--- config.mk ---
export PLATFORM = sky130hd
export DESIGN_NAME = uart_rx
export DESIGN_NICKNAME = d
export VERILOG_FILES = /design/src/rtl/uart_rx.sv
export SDC_FILE = /design/constraint.sdc
export NUM_CORES = 1
export LEC_CHECK = 0
export ABC_AREA = 1
export CAP_MARGIN = 40
export CORE_MARGIN = 4
export CORE_UTILIZATION = 35
export CTS_BUF_LIST = sky130_fd_sc_hd__clkbuf_16
export DETAILED_ROUTE_END_ITERATION = 16
export PLACE_DENSITY = 0.7
export SLEW_MARGIN = 25
export SYNTH_ARGS = -nofsm -noshare
export SYNTH_HDL_FRONTEND = slang
export SYNTH_SLANG_ARGS = --single-unit
--- constraint.sdc ---
create_clock -name BusClk -period 1.47 [get_ports BusClk]
set_input_delay 0.2205 -clock BusClk [delete_from_list [all_inputs] [get_ports BusClk]]
set_output_delay 0.2205 -clock BusClk [all_outputs]
set_load 0.005 [all_outputs]
--- src/rtl/uart_rx.sv ---
// UART receiver: 8N1, LSB first, oversampled on BusClk with mid-bit sampling.
// Presents one received byte in a holding register with Full/FrameErr/Overrun flags.
module uart_rx #(
    parameter int PRESCALER = 625
) (
    input  logic        BusClk,
    input  logic        BusRst,
    input  logic        BusRd,
    input  logic        PhyIn,
    output logic [31:0] BusData,
    output logic        Full,
    output logic        FrameErr,
    output logic        Overrun
);

    localparam int HALF = PRESCALER / 2;
    localparam logic [11:0] PCNT_BIT  = 12'(PRESCALER - 1);
    localparam logic [11:0] PCNT_HALF = 12'(HALF - 1);

    localparam logic [2:0] IDLE    = 3'd0;
    localparam logic [2:0] START   = 3'd1;
    localparam logic [2:0] DATA    = 3'd2;
    localparam logic [2:0] STOP    = 3'd3;
    localparam logic [2:0] WAIT_HI = 3'd4;

    logic        sync0;
    logic        rx;
    logic [2:0]  state;
    logic [11:0] pcnt;
    logic [2:0]  bitcnt;
    logic [7:0]  shift;
    logic [7:0]  data;
    logic        stop_sample;
    logic        stop_ok;
    logic        stop_bad;

    // NOTE: both flops reset to the idle-high level so a reset never looks like a start edge.
    always_ff @(posedge BusClk) begin
        if (BusRst) begin
            sync0 <= 1'b1;
            rx    <= 1'b1;
        end else begin
            sync0 <= PhyIn;
            rx    <= sync0;
        end
    end

    assign stop_sample = (state == STOP) && (pcnt == PCNT_BIT);
    assign stop_ok     = stop_sample && rx;
    assign stop_bad    = stop_sample && !rx;

    always_ff @(posedge BusClk) begin
        if (BusRst) begin
            state  <= IDLE;
            pcnt   <= '0;
            bitcnt <= '0;
            shift  <= '0;
        end else begin
            case (state)
                IDLE: begin
                    if (!rx) begin
                        pcnt  <= '0;
                        state <= START;
                    end
                end
                START: begin
                    if (pcnt == PCNT_HALF) begin
                        if (!rx) begin
                            pcnt   <= '0;
                            bitcnt <= '0;
                            state  <= DATA;
                        end else begin
                            state <= IDLE;
                        end
                    end else begin
                        pcnt <= pcnt + 12'd1;
                    end
                end
                DATA: begin
                    if (pcnt == PCNT_BIT) begin
                        shift  <= {rx, shift[7:1]};
                        pcnt   <= '0;
                        bitcnt <= bitcnt + 3'd1;
                        if (bitcnt == 3'd7) state <= STOP;
                    end else begin
                        pcnt <= pcnt + 12'd1;
                    end
                end
                STOP: begin
                    // Leaving at mid-stop-bit leaves half a bit to catch a back-to-back start edge.
                    if (pcnt == PCNT_BIT) begin
                        pcnt  <= '0;
                        state <= rx ? IDLE : WAIT_HI;
                    end else begin
                        pcnt <= pcnt + 12'd1;
                    end
                end
                WAIT_HI: begin
                    if (rx) state <= IDLE;
                end
                default: state <= IDLE;
            endcase
        end
    end

    // A read in the same cycle as a valid stop frees the register, so the new byte lands.
    always_ff @(posedge BusClk) begin
        if (BusRst) begin
            data     <= '0;
            Full     <= 1'b0;
            FrameErr <= 1'b0;
            Overrun  <= 1'b0;
        end else begin
            if (stop_ok && (!Full || BusRd)) begin
                data <= shift;
                Full <= 1'b1;
            end else if (BusRd) begin
                Full <= 1'b0;
            end

            if (stop_ok && Full && !BusRd) Overrun <= 1'b1;
            else if (BusRd)                Overrun <= 1'b0;

            if (stop_bad)   FrameErr <= 1'b1;
            else if (BusRd) FrameErr <= 1'b0;
        end
    end

    assign BusData = {24'd0, data};

endmodule

==> results.json <==
{
  "run_status": "complete, but fails checks",
  "violations": "negative setup slack",
  "core-area_um2": 5990,
  "syn-cell-area_um2": 2200,
  "finalMaxSlewViolations": 0,
  "startpoint": "pcnt[0]",
  "clk_path_buf_depth": 2,
  "io_pins": 39,
  "cts_sinks": 39,
  "crit_slowest_cell": "dfxtp_4",
  "worstPathRequired_ps": 1690,
  "async_reset_ff_frac": 0,
  "met3_length_um": 245,
  "r2r-start": "pcnt[0]",
  "end_kind": "flop",
  "drv_cap": 0,
  "slowest_delay_ps": 360,
  "totalWireLength_mm": 5.83,
  "nets": 392,
  "start_util": 0.367,
  "synthXorXnorAreaFrac": 0.00797,
  "layout_min_cycle_time_ps": 1570,
  "critPathLaunchType": "flop",
  "vias_per_cell": 4.81,
  "vias": 2213,
  "netlist-cell-type-count": 34,
  "grt_max_degree": 17,
  "avgSynthCellArea_um2": 6.78,
  "die_h_um": 87.2,
  "antenna_cells": 0,
  "cp_cell_sequence": "inv_4 -> ha_4 -> nand2_2 -> nor2_4 -> nand3_4 -> nor2_4 -> buf_12 -> buf_6 -> nand4_1 -> a21oi_1",
  "ant_nets": 0,
  "synth_top_cells_by_count": "94 x nand2_1, 39 x dfxtp_1, 34 x a21oi_1",
  "io_buffers": 14,
  "p_switching_w": 0.00113,
  "hp-class": "flop to flop",
  "vdd_drop_max_mv": 0.768,
  "rsz0062_at_grt": "yes",
  "maxUsedRoutingLayer": "met4",
  "syn_inst": 324,
  "final_cell_area_um2": 3190,
  "grt_pass1_wl_mm": 9.26,
  "cts_buffers": 5,
  "setup_viol": 26,
  "crit_buf_inv": 3,
  "drtIter0Drc": 83,
  "synth_compound_area_frac": 0.126,
  "grt_pass1_vias": 2156,
  "synthMuxAreaShare": 0,
  "wl_met1_mm": 2.44,
  "synth_edf_count": 0,
  "fillers": 543,
  "crit_fanout": 8,
  "first_pass_iters": 4,
  "fmax_mhz": 639,
  "wl_per_cell_um": 12.7,
  "track_usage": 0.152,
  "drive_above_1_share": 0.377,
  "ys_ff_latch": 39,
  "final_hold_viol_count": 0,
  "arrival_ps": 1780,
  "synth_top_family_by_area": "simple AND/OR/NAND/NOR gates",
  "rows": 28,
  "wl_met2_mm": 2.98,
  "yosysTopAreaCell": "dfxtp_1",
  "clkTransAtPathRegs_ps": 60,
  "clk_latency_ps": 290,
  "fin_skew_ps": 3.46,
  "synthSimpleGateAreaFrac": 0.338,
  "synth_area_leaders": "dfxtp_1 36%, nand2_1 16%, buf_4 8.5%, a21oi_1 7.7%, nor2_1 4.8%",
  "min_from": "sync0",
  "pre_cts_ws_ps": -117,
  "fin_setup_tns_ps": -757,
  "place_congestion": 0.885,
  "dp_hpwl_mm": 3.94,
  "synth_fa_ha_area_frac": 0.0228,
  "die_area_um2": 7610,
  "power.density_nw_per_um2": 1100,
  "drc": 0,
  "synth_top_area_share": 0.355,
  "area_growth_pct": 45.0,
  "cts_hold_buf": 0,
  "yosysMostFrequentCell": "nand2_1",
  "clockPowerShare": 0.370,
  "p_seq_frac": 0.331,
  "die_w_um": 87.2,
  "cts_tree": "built",
  "switching_share": 0.324,
  "dominantRegCellSynth": "dfxtp_1",
  "combPwrFrac": 0.299,
  "overflow": 0,
  "path_class": "flop to flop",
  "cts-root-buf": "clkbuf_16",
  "ys_seq_area_frac": 0.355,
  "setup_ws_ps": -95.8,
  "p_leak_nw": 1.25,
  "yosysWarnings": 0,
  "min_period_over_period": 1.07,
  "critPathMostFrequentCell": "nor2_4",
  "hold_ws_ps": 428,
  "p_int_w": 0.00237,
  "antenna_found_initial": 0,
  "dpl_cell_area_um2": 2630,
  "cts_htree_levels": 2,
  "path_delay_family": "simple AND/OR/NAND/NOR gates"
}
==> worst paths after layout <==
| check | to | slack, ps | depth (start not counted) |
|---|---|---|---|
| worst max-delay path | data[4] | -100 | 10 |
| worst min-delay path | rx | 430 | 1 |
| worst max register to register | data[4] | -100 | 10 |
| worst min register to register | rx | 430 | 1 |
==> stage by stage <==
stage | util | power (W) | std cells
global placement | 0.439 | 0.00199 | 444
finish | 0.532 | 0.00350 | 460
detailed placement | 0.439 | 0.00201 | 444
floorplan | - | 0.00177 | 347
global route | 0.532 | 0.00366 | 460
CTS | 0.502 | 0.00337 | 459
==> layout by cell type (no fill, tap or decap), types with 3 or more instances in the layout <==
cell / instances
a21oi_1: 25
a21oi_2: 9
buf_4: 38
buf_6: 10
clkbuf_16: 5
clkdlybuf4s50_1: 14
conb_1: 24
dfxtp_1: 35
dfxtp_2: 3
inv_1: 16
inv_2: 6
nand2_1: 71
nand2_2: 22
nand2_4: 4
nand3_1: 11
nand3_2: 6
nand3_4: 3
nand4_1: 9
nor2_1: 21
nor2_2: 8
nor2_4: 6
o21ai_2: 7
or2_2: 3
==> power groups by stage <==
stage               Combinational (W)  Clock [W]  Sequential [W]
floorplan                    0.000613          0         0.00116
global placement             0.000822          0         0.00116
detailed placement           0.000842          0         0.00117
CTS                          0.000917    0.00131         0.00114
global route                  0.00116    0.00134         0.00117
finish                        0.00105    0.00130         0.00116
==> repair_timing <==
| item | in CTS | in global routing |
|---|---|---|
| gates cloned | 1 | 0 |
| setup buffers | 6 | 2 |
| pin swaps | 22 | 13 |
| resized for setup | 47 | 47 |
| endpoints found under the setup margin | 35 | 36 |
==> area by class of cell <==
type / instances / area (um^2) / area share
clock buffers: 5 / 125 / 0.0393
flip-flops and latches: 39 / 788 / 0.247
multi-input cells: 250 / 1480 / 0.463
repair buffers: 63 / 558 / 0.175
well taps: 75 / 93.8 / 0.0295
clock inverters: 3 / 46.3 / 0.0145
inverters: 25 / 97.6 / 0.0306
==> logic make-up (layout without fill, tap and decap cells) <==
group | count (synthesis) | in the layout
other | 1 | 24
flip-flops | 39 | 39
AND/OR/NAND/NOR | 167 | 168
buffers and inverters | 59 | 96
adder cells (fa/ha/maj) | 4 | 4
XOR/XNOR | 2 | 2
AO/OA/AOI/OAI | 52 | 52
==> registers in the layout (all words and copies together), names as in the netlist <==
signal    count
FrameErr      1
Full          1
Overrun       1
bitcnt        3
data          8
pcnt         12
rx            1
shift         8
state         3
sync0         1
==> metal layers <==
metal / vias to the layer above / track usage
met5: - / 0
li1: 1127 / -
met1: 1015 / 0.176
met2: 53 / 0.268
met4: 0 / 0.0656
met3: 18 / 0.0322
(Power assumes the default switching activity.)
